`config.mk`:
```
export PLATFORM = sky130hd
export DESIGN_NAME = pcpo_arb
export DESIGN_NICKNAME = d
export VERILOG_FILES = /design/src/rtl/pcpo_pkg.sv /design/src/rtl/pcpo_rr_pick.sv /design/src/rtl/pcpo_arb.sv
export SDC_FILE = /design/constraint.sdc
export NUM_CORES = 1
export LEC_CHECK = 0
export CAP_MARGIN = 25
export CORE_ASPECT_RATIO = 1.1
export CORE_MARGIN = 1.5
export CORE_UTILIZATION = 44
export DETAILED_ROUTE_END_ITERATION = 12
export PLACE_DENSITY = 0.91
export RECOVER_POWER = 100
export SLEW_MARGIN = 30
export SYNTH_ARGS = -nofsm -noshare
export SYNTH_HDL_FRONTEND = slang
export SYNTH_HIERARCHICAL = 1
export SYNTH_SLANG_ARGS = --single-unit
```
`constraint.sdc`:
```
create_clock -name clk -period 4.3 [get_ports clk]
set_clock_uncertainty 0.05 [all_clocks]
set_input_delay 0.43 -clock clk [delete_from_list [all_inputs] [get_ports clk]]
set_output_delay 0.43 -clock clk [all_outputs]
set_load 0.01 [all_outputs]
```
`src/rtl/pcpo_pkg.sv`:
```
// Shared types and constants for the round-robin popcount arbiter.
// Holds the arbiter state encoding, default timeout, timeout result and a clog2 helper.
package pcpo_pkg;

  typedef enum logic [1:0] {
    IDLE   = 2'd0,
    LAUNCH = 2'd1,
    WAIT   = 2'd2,
    DONE   = 2'd3
  } state_t;

  localparam int DEF_TIMEOUT = 40;

  // All-ones result reported on an aborted job; sliced down to RES_W by users.
  localparam logic [31:0] TIMEOUT_RES = '1;

  function automatic int pcpo_clog2(input int v);
    int r;
    r = 0;
    while ((1 << r) < v) r++;
    return r;
  endfunction

endpackage

```
`src/rtl/pcpo_rr_pick.sv`:
```
// Combinational round-robin picker: first set request bit after last_grant, with wrap-around.
module pcpo_rr_pick
  import pcpo_pkg::*;
#(
  parameter  int N_REQ = 4,
  localparam int GW    = pcpo_clog2(N_REQ)
) (
  input  logic [N_REQ-1:0] req,
  input  logic [GW-1:0]    last_grant,
  output logic             found,
  output logic [GW-1:0]    idx
);

  logic [GW:0] cand;

  // Walk from the farthest candidate to the nearest so the nearest set bit wins.
  always_comb begin
    found = 1'b0;
    idx   = '0;
    cand  = '0;
    for (int k = N_REQ; k >= 1; k--) begin
      cand = {1'b0, last_grant} + (GW+1)'(k);
      if (cand >= (GW+1)'(N_REQ)) cand = cand - (GW+1)'(N_REQ);
      if (req[cand[GW-1:0]]) begin
        found = 1'b1;
        idx   = cand[GW-1:0];
      end
    end
  end

endmodule

```
`src/rtl/pcpo_arb.sv`:
```
// Round-robin arbiter sharing one popcount unit among N_REQ requesters.
// Latches the granted operand, launches the unit, waits with a timeout guard and acks the result.
module pcpo_arb
  import pcpo_pkg::*;
#(
  parameter  int N_REQ   = 4,
  parameter  int WIDTH   = 16,
  parameter  int RES_W   = 5,
  parameter  int TIMEOUT = DEF_TIMEOUT,
  localparam int GW      = pcpo_clog2(N_REQ)
) (
  input  logic                   clk,
  input  logic                   reset,
  input  logic [N_REQ-1:0]       req,
  input  logic [N_REQ*WIDTH-1:0] data_in,
  output logic [N_REQ-1:0]       ack,
  output logic [RES_W-1:0]       res_out,
  output logic                   err,
  output logic                   busy,
  output logic [GW-1:0]          grant_id,
  output logic [WIDTH-1:0]       pc_A,
  output logic                   pc_start,
  input  logic [RES_W-1:0]       pc_resultado,
  input  logic                   pc_pronto
);

  localparam int TW = pcpo_clog2(TIMEOUT + 1);

  state_t             state_q, state_d;
  logic [TW-1:0]      timer_q, timer_d;
  logic [GW-1:0]      last_grant_q, last_grant_d;
  logic [GW-1:0]      grant_id_q, grant_id_d;
  logic [WIDTH-1:0]   pc_a_q, pc_a_d;
  logic [RES_W-1:0]   res_q, res_d;
  logic [N_REQ-1:0]   ack_q, ack_d;
  logic               err_q, err_d;
  logic               busy_q, busy_d;
  logic               start_q, start_d;

  logic               pick_found;
  logic [GW-1:0]      pick_idx;

  pcpo_rr_pick #(.N_REQ(N_REQ)) u_pick (
    .req        (req),
    .last_grant (last_grant_q),
    .found      (pick_found),
    .idx        (pick_idx)
  );

  always_comb begin
    state_d      = state_q;
    timer_d      = timer_q;
    last_grant_d = last_grant_q;
    grant_id_d   = grant_id_q;
    pc_a_d       = pc_a_q;
    res_d        = res_q;
    ack_d        = '0;
    err_d        = 1'b0;
    case (state_q)
      IDLE: begin
        if (pick_found) begin
          grant_id_d = pick_idx;
          pc_a_d     = data_in[int'(pick_idx)*WIDTH +: WIDTH];
          state_d    = LAUNCH;
        end
      end
      LAUNCH: begin
        timer_d = '0;
        state_d = WAIT;
      end
      WAIT: begin
        if (timer_q != {TW{1'b1}}) timer_d = timer_q + TW'(1);
        // A pronto seen at timer==0 may still belong to the previous job.
        if (timer_q != '0 && pc_pronto) begin
          res_d             = pc_resultado;
          ack_d[grant_id_q] = 1'b1;
          state_d           = DONE;
        end else if (timer_q == TW'(TIMEOUT - 1)) begin
          res_d             = TIMEOUT_RES[RES_W-1:0];
          err_d             = 1'b1;
          ack_d[grant_id_q] = 1'b1;
          state_d           = DONE;
        end
      end
      DONE: begin
        last_grant_d = grant_id_q;
        state_d      = IDLE;
      end
      default: state_d = IDLE;
    endcase
    busy_d  = (state_d != IDLE);
    start_d = (state_d == LAUNCH);
  end

  always_ff @(posedge clk) begin
    if (!reset) begin
      state_q      <= IDLE;
      timer_q      <= '0;
      last_grant_q <= GW'(N_REQ - 1);
      grant_id_q   <= '0;
      pc_a_q       <= '0;
      res_q        <= '0;
      ack_q        <= '0;
      err_q        <= 1'b0;
      busy_q       <= 1'b0;
      start_q      <= 1'b0;
    end else begin
      state_q      <= state_d;
      timer_q      <= timer_d;
      last_grant_q <= last_grant_d;
      grant_id_q   <= grant_id_d;
      pc_a_q       <= pc_a_d;
      res_q        <= res_d;
      ack_q        <= ack_d;
      err_q        <= err_d;
      busy_q       <= busy_d;
      start_q      <= start_d;
    end
  end

  assign ack      = ack_q;
  assign res_out  = res_q;
  assign err      = err_q;
  assign busy     = busy_q;
  assign grant_id = grant_id_q;
  assign pc_A     = pc_a_q;
  assign pc_start = start_q;

endmodule
```
==> results of run 1 <==
[report_power, final]
group / internal, mW / switching [mW]
combinational: 0.327 / 0.300
sequential: 0.457 / 0.0585
clock: 0.172 / 0.127
total: 0.955 / 0.486
[metal layers]
layer / vias to the layer above / GRT usage [%] / wire length, um
li1: 957 / - / -
met1: 985 / 25.8 / 2300
met2: 71 / 42.8 / 3360
met3: 17 / 4.50 / 258
met4: 0 / 9.81 / 199
met5: - / 0 / 0
[cells in the mapped netlist]
| cell type | number | area share [%] |
|---|---|---|
| a2111oi_1 | 3 | 1.4 |
| a2111oi_2 | 1 | 0.69 |
| a211oi_1 | 3 | 1.0 |
| a21bo_4 | 1 | 0.75 |
| a21o_1 | 1 | 0.35 |
| a21oi_1 | 12 | 2.8 |
| a21oi_2 | 2 | 0.81 |
| a221oi_2 | 5 | 3.5 |
| a22o_1 | 16 | 6.5 |
| a22oi_1 | 1 | 0.35 |
| a311oi_1 | 1 | 0.40 |
| a31oi_1 | 6 | 1.7 |
| a41oi_1 | 1 | 0.40 |
| and2b_1 | 1 | 0.35 |
| and3_4 | 1 | 0.52 |
| and4_1 | 2 | 0.81 |
| buf_2 | 6 | 1.4 |
| buf_4 | 3 | 1.0 |
| buf_6 | 3 | 1.6 |
| clkbuf_1 | 1 | 0.17 |
| dfxtp_1 | 40 | 37 |
| ha_1 | 7 | 4.0 |
| inv_1 | 10 | 1.7 |
| inv_2 | 1 | 0.17 |
| mux2i_1 | 3 | 1.4 |
| mux4_2 | 16 | 17 |
| nand2_1 | 10 | 1.7 |
| nand2_2 | 1 | 0.29 |
| nand2_4 | 1 | 0.52 |
| nand2b_1 | 4 | 1.2 |
| nand3_1 | 4 | 0.92 |
| nand4_1 | 2 | 0.58 |
| nor2_1 | 9 | 1.6 |
| nor2_2 | 2 | 0.58 |
| nor3_1 | 3 | 0.69 |
| nor3b_1 | 2 | 0.69 |
| nor4_4 | 1 | 0.98 |
| o2111ai_1 | 1 | 0.40 |
| o211ai_1 | 1 | 0.35 |
| o21ai_1 | 1 | 0.23 |
| o221ai_1 | 1 | 0.40 |
| o221ai_2 | 1 | 0.69 |
| o311a_1 | 1 | 0.46 |
| o31ai_1 | 1 | 0.35 |
[registers in the layout (all words and copies together) (netlist names)]
signal / flops
pc_A: 16
timer_q: 6
res_out: 5
ack: 4
grant_id: 2
last_grant_q: 2
state_q: 2
busy: 1
err: 1
pc_start: 1
[area by class of cell]
class                           instances  area [um^2]  share of cell area [%]
Tap cell                               56         70.1                    2.13
Sequential cell                        40          801                    24.3
Timing Repair Buffer                  107         1060                    32.3
Clock buffer                            6         72.6                    2.20
Multi-Input combinational cell        129         1210                    36.8
Clock inverter                          2         35.0                    1.06
Inverter                               11         41.3                    1.25
[worst paths after layout]
check,end,slack [ns],cells past startpoint
setup / recovery,pc_A[6],1.64,7
hold / removal,pc_A[15],0.43,1
setup reg to reg,pc_A[6],1.99,6
hold reg to reg,pc_A[15],0.43,1
[kinds of logic after synthesis]
kind of cell    synth area share, %
compound gates                 23.5
flops                          37.0
simple gates                   11.4
mux                            18.0
fa+ha+maj                      4.04
buf+inv                        6.07
[stage by stage]
| step | cell area (um^2) | power [mW] | setup WS (ns) |
|---|---|---|---|
| finish | 3290 | 1.44 | 1.64 |
| floorplan | 2170 | 0.899 | 2.29 |
| global route | 3290 | 1.52 | 1.59 |
| global placement | 3210 | 1.15 | 1.72 |
| detailed placement | 3210 | 1.18 | 1.65 |
| CTS | 3320 | 1.48 | 1.95 |
==> flow_summary.yaml, run 1 <==
sta:
  setup_violations: 0
  grt_setup_unrepaired: "no"
  finalHoldViolCount: 0
  period_share_pct: 61.8
  tightest_slew_ns: 0.977
  slew_viol_final: 0
  setup-tns-final_ns: 0
  slew_headroom_pct: 34.9
  worst_hold_slack_ns: 0.427
  fin_crit_ns: 2.66
  fmax_mhz: 376
synth:
  syn-num-nets: 276
  synth_seq_cells: 40
  yosysUniqueCellTypes: 44
  avgSynthCellArea_um2: 11.2
  synth_cells: 193
  seq_area_frac_synth_pct: 37.0
  syn_area_mm2: 0.00217
  yosys_warnings: 6
setup_path:
  crit_type: "in -> reg"
  cpMaxStageDelayCell: "clkbuf_1"
  path_buf_inv: 2
  path_common_cell: "a21oi_1"
  cp-startpoint: "req[0]"
  timing.rr.start: "last_grant_q[1]"
  endpoint_kind: "register"
  worst_path_dominant_cell_family: "buffers and inverters"
  arrival_ns: 2.79
  crit_path_start_kind: "input pin"
  cp_data_required_time_ns: 4.43
  cp_slowest_stage_delay_ns: 0.74
  cp_max_fo: 17
  path_cells: "dlygate4sd3_1 -> a21oi_1 -> a31oi_1 -> a21oi_1 -> clkbuf_1 -> mux4_2 -> a22o_1"
power:
  powerDensity_mw_per_mm2: 438
  leakagePower_nw: 1.27
  vdd_drop_max_v: 0.000254
drt:
  vias: 2030
  routed_via_density: 5.78
  drc: 0
  ant_nets: 0
  drtPass1Iterations: 4
  drt_iter0_markers: 98
  routed_wl_um: 6110
  routedWlPerCell_um: 17.4
cells_and_area:
  final_nets: 377
  area_delta_synth_final_pct: 52.1
  drive_gt1_share_pct: 12.9
  n_antenna_cell: 0
  fin_util_pct: 70.3
  layout.cells.non_filler: 351
  layout_common_cells: "clkdlybuf4s50_1, dfxtp_1, dlygate4sd3_1, mux4_2, a22o_1"
  nFillCells: 382
  final_common_cell: "clkdlybuf4s50_1"
grt:
  grt_pass1_vias: 2198
  grt_use_total_pct: 23.3
  grt_pass1_wl_um: 10100
  grt_antenna_before_repair: 0
  grt.overflow.total: 0
  grt_max_degree: 18
flow_run:
  timing.max_cap.violations: 0
clock_network:
  clockRootBuffer: "clkbuf_8"
  cts.sinks: 40
  worstSkewPairLatency_ns: 0.28
  htreeDepth: 2
  clockBufferDepth: 2
  postCtsHoldBufs: 0
  cts_setup_buffers: 0
  cts-resized-gates: 0
  clk_pin_slew_ns: 0.08
  cts_buffers: 5
  cts_tree: "done"
placement:
  place.port_buffers: 105
  place.detailed.hpwl_um: 4790
  dpl.cell_count: 343
  gp_congestion: 0.853
status:
  status: "completed"
floorplan:
  num_io_pins: 106
  die_area_mm2: 0.00535
  initial_core_util_pct: 46.2
  core_area_mm2: 0.00468
  num_rows: 26
  die_x_um: 69.9
  fp.dieH_um: 76.6
min_path:
  hp-start: "pc_A[15]"
  hold_class: "reg -> reg"
Note: power is estimated with default switching activity, not from simulation.
==> run 2, diff against run 1 <==
CORE_UTILIZATION = 37   (was 44)
PLACE_DENSITY = 0.82   (was 0.91)
clock period = 2.4 ns   (was 4.3 ns; I/O delays follow)
==> flow_summary.yaml, run 2 (synthesis results as in run 1) <==
power:
  leakagePower_nw: 1.27
  combPwrFrac_pct: 45.0
  pwr-share-clk_pct: 18.4
  powerDensity_mw_per_mm2: 757
  p_int_mw: 1.64
  netSwitchingPower_mw: 0.869
  pwr-share-seq_pct: 36.6
  switching_share_pct: 34.6
  vdd_drop_max_v: 0.000443
cells_and_area:
  largest_reg_flops: 16
  n_antenna_cell: 0
  nFillCells: 489
  area_delta_synth_final_pct: 53.3
  fin_area_mm2: 0.00332
  final_common_cell: "clkdlybuf4s50_1"
  drive_gt1_share_pct: 12.8
  layout_common_cells: "clkdlybuf4s50_1, dfxtp_1, dlygate4sd3_1, mux4_2, a22o_1"
  final_nets: 378
clock_network:
  clockBufferDepth: 2
  postCtsHoldBufs: 0
  htreeDepth: 2
  worstSkewPairLatency_ns: 0.29
  cts_buffers: 5
  cts.sinks: 40
  cts_setup_buffers: 0
  clk_pin_slew_ns: 0.09
  cts-resized-gates: 0
  clockRootBuffer: "clkbuf_8"
  cts_tree: "done"
sta:
  fmax_mhz: 467
  setup_violations: 0
  finalHoldViolCount: 0
  slew_headroom_pct: 50.8
  fin_crit_ns: 2.14
  slew_viol_final: 0
  fin_ws_ns: 0.259
  setup-tns-final_ns: 0
  grt_setup_unrepaired: "no"
  period_share_pct: 89.2
  tightest_slew_ns: 0.738
grt:
  grt_max_degree: 18
  grt_antenna_before_repair: 0
  grt_pass1_vias: 2006
  grt_use_total_pct: 19.6
  grt.overflow.total: 0
  grt_pass1_wl_um: 9950
setup_path:
  timing.rr.start: "last_grant_q[1]"
  cp-startpoint: "req[3]"
  endpoint_kind: "register"
  reg2reg_slack_ns: 0.30
  r2r_cells: 6
  arrival_ns: 2.28
  cp_data_required_time_ns: 2.54
  crit_type: "in -> reg"
  crit_end: "pc_A[6]"
  crit_path_start_kind: "input pin"
  r2r-end: "pc_A[6]"
  cp_max_fo: 16
floorplan:
  die_x_um: 76.0
  core_area_mm2: 0.00570
  num_rows: 29
  initial_core_util_pct: 38.0
  die_area_mm2: 0.00632
  num_io_pins: 106
  fp.dieH_um: 83.2
drt:
  drtPass1Iterations: 4
  ant_nets: 0
  routedWlPerCell_um: 16.5
  drc: 0
  drt_iter0_markers: 99
  routed_via_density: 5.32
  vias: 1985
  routed_wl_um: 6140
placement:
  place.port_buffers: 105
  placedInstanceArea_mm2: 0.00326
  gp_congestion: 0.796
  preCtsSetupSlack_ns: 0.0315
  place.detailed.hpwl_um: 4760
status:
  status: "completed"
min_path:
  hold_class: "reg -> reg"
flow_run:
  timing.max_cap.violations: 0
==> run 2: cell types whose count changed in the layout (fill, tap and decap cells not counted), sizes merged <==
cell | previous run | this run
dlygate4sd3 | 32 | 30
clkinv | 1 | 0
clkinvlp | 0 | 1
buf | 1 | 3
clkdlybuf4s50 | 73 | 75
bufinv | 1 | 0
==> run 2: cell type report <==
class,count,area [um^2],area share [%]
timing repair buffer,108,1090,32.7
clock buffer,7,86.3,2.60
multi-input combinational,129,1200,36.2
sequential,40,801,24.1
tap,77,96.3,2.90
inverter,11,41.3,1.24
clock inverter,1,7.51,0.226
==> run 2: critical path, cell delays in order <==
cell             delay [ns]
clkdlybuf4s50_1        0.52
and2b_1                0.16
a21oi_1                0.05
o221ai_1               0.33
buf_12                 0.24
mux4_2                 0.50
a22o_1                 0.23
==> run 2: worst min-delay path by stage <==
stage,startpoint,to,slack (ns),cells after the start
floorplan,reset,last_grant_q[0],0.37,2
global placement,pc_A[2],pc_A[2],0.41,1
detailed placement,pc_A[7],pc_A[7],0.42,1
CTS,pc_A[7],pc_A[7],0.44,1
global route,pc_A[7],pc_A[7],0.44,1
finish,pc_A[1],pc_A[1],0.43,1
==> run 2: stage by stage <==
| step | instances | utilization [%] | power, mW | hold slack, ns |
|---|---|---|---|---|
| floorplan | 193 | - | 1.61 | 0.372 |
| finish | 373 | 58.3 | 2.51 | 0.428 |
| detailed placement | 365 | 57.2 | 2.12 | 0.416 |
| CTS | 373 | 58.8 | 2.58 | 0.436 |
| global route | 373 | 58.3 | 2.65 | 0.440 |
| global placement | 365 | 57.2 | 2.08 | 0.412 |
==> run 2: power groups by stage <==
stage          Sequential (mW)  Clock (mW)  Combinational, mW
2_1_floorplan            0.978           0              0.632
3_3_place_gp             0.933           0               1.15
3_5_place_dp             0.940           0               1.18
4_1_cts                  0.926       0.470               1.18
5_1_grt                  0.938       0.497               1.21
6_report                 0.921       0.462               1.13
==> run 2: layer usage <==
metal	global-route usage [%]	wire [um]	share of wire (%)
met5	0	0	0
met4	6.73	151	2.5
met3	4.29	244	4.0
met2	34.2	3240	53
met1	23.9	2510	41
